===== src/rtl/instruction_buffer_pkg.sv =====
// Shared core definitions for fetch/decode and the instruction buffer:
// entry layout, lane count and opcode constants.
`timescale 1ns/1ps
package instruction_buffer_pkg;

    localparam int IB_LANES  = 4;
    localparam int ENTRY_W   = 42;
    localparam int OPCODE_W  = 4;
    localparam int IMM_W     = 8;
    localparam int REG_W     = 4;
    localparam int OWNER_W   = 4;
    localparam int FIELDS_W  = OPCODE_W + IMM_W + 3*REG_W + 2*(1 + OWNER_W) + 4;
    localparam int RSVD_W    = ENTRY_W - FIELDS_W;

    // Decoded fields sit MSB-first from the top of the entry; spare bits pad the bottom.
    typedef struct packed {
        logic [OPCODE_W-1:0] opcode;
        logic [IMM_W-1:0]    imm;
        logic [REG_W-1:0]    rt;
        logic [REG_W-1:0]    ra;
        logic [REG_W-1:0]    rb;
        logic                a_dep;
        logic [OWNER_W-1:0]  a_owner;
        logic                b_dep;
        logic [OWNER_W-1:0]  b_owner;
        logic                uses_rb;
        logic                is_ld_str;
        logic                is_fxu;
        logic                is_branch;
        logic [RSVD_W-1:0]   rsvd;
    } ib_entry_t;

    typedef enum logic [OPCODE_W-1:0] {
        OP_NOP = 4'd0,
        OP_ADD = 4'd1,
        OP_SUB = 4'd2,
        OP_AND = 4'd3,
        OP_OR  = 4'd4,
        OP_LD  = 4'd5,
        OP_ST  = 4'd6,
        OP_BR  = 4'd7
    } opcode_e;

    function automatic logic [OPCODE_W-1:0] entry_opcode(input logic [ENTRY_W-1:0] e);
        ib_entry_t t;
        t = ib_entry_t'(e);
        return t.opcode;
    endfunction

endpackage


===== src/rtl/ib_count_clip.sv =====
// Unsigned min(request, limit); shared by the enqueue and dequeue clipping.
`timescale 1ns/1ps
module ib_count_clip #(
    parameter int W = 3
) (
    input  logic [W-1:0] i_req,
    input  logic [W-1:0] i_limit,
    output logic [W-1:0] o_min
);

    assign o_min = (i_req < i_limit) ? i_req : i_limit;

endmodule


===== src/rtl/instruction_buffer.sv =====
// Circular instruction buffer between decode and dispatch: up to four
// entries in and four out per cycle, oldest entry presented on lane 0.
`timescale 1ns/1ps
module instruction_buffer
    import instruction_buffer_pkg::*;
#(
    parameter int DEPTH = 8,
    parameter int LANES = IB_LANES
) (
    input  logic                        clk,
    input  logic                        rst_n,
    input  logic [$clog2(LANES+1)-1:0]  enq_count,
    input  logic [LANES*ENTRY_W-1:0]    enq_entry_flat,
    output logic [$clog2(LANES+1)-1:0]  num_fetch,
    output logic [LANES*ENTRY_W-1:0]    deq_entry_flat,
    output logic [LANES-1:0]            deq_valid_flat,
    input  logic [$clog2(LANES+1)-1:0]  deq_count,
    input  logic                        flush,
    output logic [$clog2(DEPTH):0]      count_out,
    output logic                        enq_drop_err
);

    localparam int PW = $clog2(DEPTH);
    localparam int CW = PW + 1;
    localparam int NW = $clog2(LANES + 1);

    ib_entry_t         r_mem [DEPTH];
    logic [PW-1:0]     r_head;
    logic [PW-1:0]     r_tail;
    logic [CW-1:0]     r_count;
    logic              r_drop_err;

    logic [CW-1:0]     w_free;
    logic [NW-1:0]     w_avail;
    logic [NW-1:0]     w_enq_eff;
    logic [NW-1:0]     w_deq_eff;

    // Free space comes from the registered count only, so fetch never sees
    // slots being released by dispatch in the same cycle.
    assign w_free    = CW'(DEPTH) - r_count;
    assign num_fetch = (w_free > CW'(LANES)) ? NW'(LANES) : w_free[NW-1:0];
    assign w_avail   = (r_count > CW'(LANES)) ? NW'(LANES) : r_count[NW-1:0];

    ib_count_clip #(.W(NW)) u_enq_clip (
        .i_req   (enq_count),
        .i_limit (num_fetch),
        .o_min   (w_enq_eff)
    );

    ib_count_clip #(.W(NW)) u_deq_clip (
        .i_req   (deq_count),
        .i_limit (w_avail),
        .o_min   (w_deq_eff)
    );

    always_ff @(posedge clk or negedge rst_n) begin
        if (!rst_n) begin
            r_head     <= '0;
            r_tail     <= '0;
            r_count    <= '0;
            r_drop_err <= 1'b0;
        end else if (flush) begin
            r_head  <= '0;
            r_tail  <= '0;
            r_count <= '0;
        end else begin
            r_head  <= r_head + PW'(w_deq_eff);
            r_tail  <= r_tail + PW'(w_enq_eff);
            r_count <= r_count + CW'(w_enq_eff) - CW'(w_deq_eff);
            if (enq_count > num_fetch) begin
                r_drop_err <= 1'b1;
            end
        end
    end

    // Storage is never cleared; only the count decides what is valid.
    always_ff @(posedge clk) begin
        for (int i = 0; i < LANES; i++) begin
            if (!flush && (NW'(i) < w_enq_eff)) begin
                r_mem[r_tail + PW'(i)] <= ib_entry_t'(enq_entry_flat[ENTRY_W*(LANES-1-i) +: ENTRY_W]);
            end
        end
    end

    always_comb begin
        deq_entry_flat = '0;
        deq_valid_flat = '0;
        for (int i = 0; i < LANES; i++) begin
            deq_entry_flat[ENTRY_W*(LANES-1-i) +: ENTRY_W] = r_mem[r_head + PW'(i)];
            deq_valid_flat[LANES-1-i] = (CW'(i) < r_count);
        end
    end

    assign count_out    = r_count;
    assign enq_drop_err = r_drop_err;

endmodule


===== config.mk =====
export PLATFORM = sky130hd
export DESIGN_NAME = instruction_buffer
export DESIGN_NICKNAME = d
export VERILOG_FILES = /design/src/rtl/instruction_buffer_pkg.sv /design/src/rtl/ib_count_clip.sv /design/src/rtl/instruction_buffer.sv
export SDC_FILE = /design/constraint.sdc
export NUM_CORES = 2
export LEC_CHECK = 0
export CORE_ASPECT_RATIO = 0.6
export CORE_MARGIN = 4
export CORE_UTILIZATION = 53
export DETAILED_ROUTE_END_ITERATION = 12
export PLACE_DENSITY_LB_ADDON = 0.1
export REMOVE_ABC_BUFFERS = 1
export SLEW_MARGIN = 20
export SYNTH_ARGS = -nofsm -noshare
export SYNTH_HDL_FRONTEND = slang
export SYNTH_SLANG_ARGS = --single-unit

===== constraint.sdc =====
create_clock -name clk -period 13.5 [get_ports clk]
set_clock_uncertainty 0.15 [all_clocks]
set_input_delay 1.35 -clock clk [delete_from_list [all_inputs] [get_ports clk]]
set_output_delay 1.35 -clock clk [all_outputs]
set_load 0.005 [all_outputs]

# [Yosys cells after proc, flatten, opt, wreduce, memory -nomap -nowiden]
# Memories as Yosys holds them, arrays and structs flattened.
# Cells that the tools add are included.
# W data, S select, Z words.
[totals] register_bits=11 ramBits=336 input_bits=177 wordCells=51 mem_count=1
[mem_list] name="r_mem" depth=8 width=42 read_ports=4 rd_clocked_by_memory_dff=0 wr=4 line_no="instruction_buffer.sv:27" text="ib_entry_t r_mem [DEPTH];"
[op_classes] addsub=11 n_lt_le_gt_ge=13 muxes=15 bitwise_logic=1 reduce_logical=6
[op_table] op="$mux W3" n=6
[op_table] op="$add A3 B2 Y3 const B" n=4
[op_table] op="$gt A4 B3 Y1 const B" n=2
[op_table] op="$lt A1 B4 Y1 const A" n=2
[op_table] op="$lt A2 B4 Y1 const A" n=2
[op_table] op="$mux W1" n=8
[op_table] op="$add A3 B1 Y3 const B" n=2
[op_table] op="$add A3 B3 Y3" n=2
[op_table] op="$lt A1 B3 Y1 const A" n=2
[op_table] op="$lt A2 B3 Y1 const A" n=2
[op_table] op="$lt A3 B3 Y1" n=2
[op_table] op="$add A4 B3 Y4" n=1
[op_table] op="$logic_and A1 B1 Y1" n=4
[op_table] op="$mux W4" n=1
[op_table] op="$sub A4 B3 Y4" n=1
[op_table] op="$sub A4 B4 Y4 const A" n=1
[op_table] op="$gt A3 B3 Y1" n=1
[op_table] op="$reduce_and A2 Y1" n=1
[op_table] op="$logic_not A1 Y1" n=1
[op_table] op="$not A1 Y1" n=1

# [Depth between registers and ports, before layout]
[logic_depth] ltp_word=9 depth_mapped=18 mapped_depth_nobuf=17

# [Cells and area by module]
# From an unflattened synthesis, not the netlist that was laid out.
[hier_totals] hier_cells=2761 hier_area_um2=27895.5
[modules_own_cells] mod="instruction_buffer" n_inst=1 cells_each=2737 area_per_inst_um2=27712.8 seq_area_each_um2=10364.9
[modules_own_cells] mod="ib_count_clip" n_inst=2 cells_each=12 area_per_inst_um2=91.3 seq_area_each_um2=0.0

# [Worst setup path after synthesis]
# No wires, ideal clock.
[synth_path] kind="flip-flop to flip-flop" from="register r_count[0], in the netlist count_out[0]" to="memory r_mem[2][0] (netlist name), enable pin" setup_time_ns=0.461 arrival_time_ns=5.141 slack_ns=7.749 stages_incl_launch_ff=13 path_cell_list="dfrtp_1 > inv_1 > ha_1 > and2b_1 > o311ai_2 > inv_1 > ha_1 > or3b_1 > and3_4 > o21ai_0 > maj3_1 > nor2_1 > o221ai_1"
[synth_rtl] element="from (decl)" line_no="instruction_buffer.sv:30" text="logic [CW-1:0] r_count;"
[synth_rtl] element="from (signal assigned)" line_no="instruction_buffer.sv:69" text="r_count <= r_count + CW'(w_enq_eff) - CW'(w_deq_eff);"
[synth_rtl] element="to (decl)" line_no="instruction_buffer.sv:27"

==> run summary <==
Largest net degree at the start of global routing -> 94
Critical path launch point type -> register
Hold Path Depth -> 1
First-pass GRT wire length -> 188000 microns
Final WL -> 130800 microns
Drt wl/cell -> 35.50 microns
Clock Sink Count -> 347
WS Path Type -> reg2reg
Placed cells -> 3613
Met1 usage -> 56.72%
FFs w/ async S/R, synth -> 3.170%
Root Driver -> clkbuf_16
Tcrit/Tclk final -> 50.48%
Hold Vio Cnt, Final -> 0
Port bufs -> 356
Yosys reg bits -> 347
Vias in the first global route -> 28659
Setup TNS Final -> 0 ns
# DRC -> 0
Via/cell ratio -> 7.972
GRT met3 Usage -> 17.02%
Layer with the highest usage -> met2
Area Overhead vs Synth -> 14.97%
Post-synth top cells -> 526 x nand2_1, 336 x edfxtp_1, 336 x mux2_2
Hold Path Origin -> enq_drop_err
Final slew viol count -> 0
Core area -> 54500 sq um
CTS tree -> built
P_leak -> 0.01074 uW
Multi-input gate area -> 17230 sq um
Reg area -> 10380 sq um
YS warnings -> 0
Post-synth EDFFs -> 336
Full die area -> 59400 sq um
CTS Buf Count -> 38
H-tree lvl count -> 2
Maximum clock frequency -> 0.1467 GHz
RD Place Congestion -> 0.9265
Setup Fix Bufs, Post-CTS -> 0
Routed vias -> 29378
GR Overflow Total -> 0
Antenna Nets Post-Route -> 0
Hold Crit Class -> reg2reg
Max Cap Viol -> 0
Status -> completed
Critical Path AT -> 6.63 ns
Clock-pin transition on the worst setup and hold timing paths -> 0.06 ns
Least-Margin Pin Slew -> 1.195 ns
Syn_area_per_cell -> 9.955 sq um
Clk_lat worst skew -> 0.55 ns
Flop2flop setup slack -> 6.69 ns
Count leader, synth -> nand2_1
Hold Path End -> enq_drop_err
Overall power -> 9102 uW
RR Endpoint -> r_mem[4][1]
Total GRT Usage -> 42.15%
DRT Pass-1 Iters -> 7
Fin cells -> 3685
Max VDD drop -> 0.3213 mV
Fin crit period -> 6.815 ns
Num rows -> 66
Hold_buf cts -> 0
Post-synth top flop -> edfxtp_1
Layout Nets -> 3141
Post-synth top area cell -> edfxtp_1
Filler cell count -> 4324
Starting Density -> 53.92%
Largest cells by area after synthesis -> edfxtp_1 34%, mux2_2 13%, mux4_2 13%
Ports -> 357
Max_slew headroom -> 19.94%
Final setup fails -> 0
DP Wirelength -> 74420 microns
Origin of the critical flop-to-flop path -> count_out[1]
Critical path data required time -> 13.32 ns
Pwr/cell area -> 269.4 nW/um^2
Syn Inst Count -> 2952
Worst setup EP type -> register
Synth top area share -> 34.33%
Met2 Resource Use GR -> 60.29%
Initial antenna violation count -> 7
Crit-path max FO -> 93
Die height -> 190.4 microns
Post-synth cell types -> 65
WHS -> 0.3172 ns
Fraction of layout cells with a size suffix above 1 -> 22.86%
Cell depth of the worst flop-to-flop path -> 14
Post-synthesis instance area -> 29390 sq um
Max Root-Sink Buffers -> 3
Die width -> 312 microns
Drt initial violations -> 6071
RSZ-0062 raised after global routing -> no
PostCTS Resize Cnt -> 0
Post-synthesis sequential area ratio -> 35.27%
## metrics by stage
step | util (%) | setup slack, ns | area (sq um)
global route | 61.98 | 6.438 | 33780
floorplan | - | 0.04658 | 27380
finish | 61.99 | 6.685 | 33790
detailed placement | 59.86 | 6.713 | 32630
global placement | 59.83 | 6.315 | 32610
CTS | 61.94 | 6.828 | 33760
## area by class of cell
type                            instances  share of cell area, %
Clock buffer                           50                  2.948
Inverter                               24                 0.2814
Sequential cell                       347                  30.71
Clock inverter                         17                 0.4074
Tap cell                              714                  2.644
Timing Repair Buffer                  418                  11.97
Antenna cell                            5                0.03703
Multi-Input combinational cell       2110                  51.00
## worst max-delay path by stage
stage / start / endpoint / cells after the start
6_report: count_out[1] / r_mem[4][1] / 14
5_1_grt: count_out[1] / r_mem[4][1] / 14
4_1_cts: count_out[1] / r_mem[4][17] / 14
3_5_place_dp: enq_count[2] / r_mem[4][32] / 10
3_3_place_gp: enq_count[2] / r_mem[4][17] / 10
2_1_floorplan: r_head[0] / deq_entry_flat[0] / 4
## worst max-delay path, cell delays in order, from the launching register on
cell and delay [ns]:
dfrtp_1 0.44, inv_1 0.23, ha_1 0.30, and2b_1 0.26
o311ai_2 0.48, inv_1 0.14, ha_1 0.20, or3b_1 0.43
and4_4 0.21, a41oi_4 0.61, inv_4 0.23, nor2_4 0.56
buf_4 0.90, o21a_2 0.31, nand3_4 0.77
## registers in the layout (all words and copies together), names as in the netlist
signal,flops
count_out,4
enq_drop_err,1
r_head,3
r_tail,3
r_mem,336
## cell families after synthesis
kind of cell               after synthesis  synth area share (%)
AOI/OAI and AO/OA                      974                 22.19
xor gates and xnor gates                12                0.3576
adders and majority gates               26                 1.226
buffers and inverters                  495                 7.144
DFF                                    347                 35.27
muxes                                  508                 25.89
and+or+nand+nor                        590                 7.923
## report_power, final
group | internal (uW) | switching (uW)
registers | 1720 | 254
logic | 2830 | 3270
clock network | 558 | 469
total | 5110 | 3990
## layout by cell type (no fill, tap or decap), drive strengths merged, types with 15 or more instances in the layout
cell type      instances
ha                    20
mux4                 168
o221ai                86
a31oi                170
o32a                  84
o22ai                 41
buf                   62
clkinv                15
clkbuf                50
a21oi                175
o32ai                123
o21ai                263
inv                   23
nand2                526
edfxtp               336
nor2                  25
clkdlybuf4s50        356
mux2                 336
## routing by layer
| layer | share of wire [%] | vias to the layer above |
|---|---|---|
| met5 | 0.067 | - |
| li1 | - | 11463 |
| met1 | 36 | 14153 |
| met2 | 41 | 3139 |
| met4 | 4.9 | 8 |
| met3 | 18 | 615 |
No activity file was read; power rests on OpenSTA's default activity.
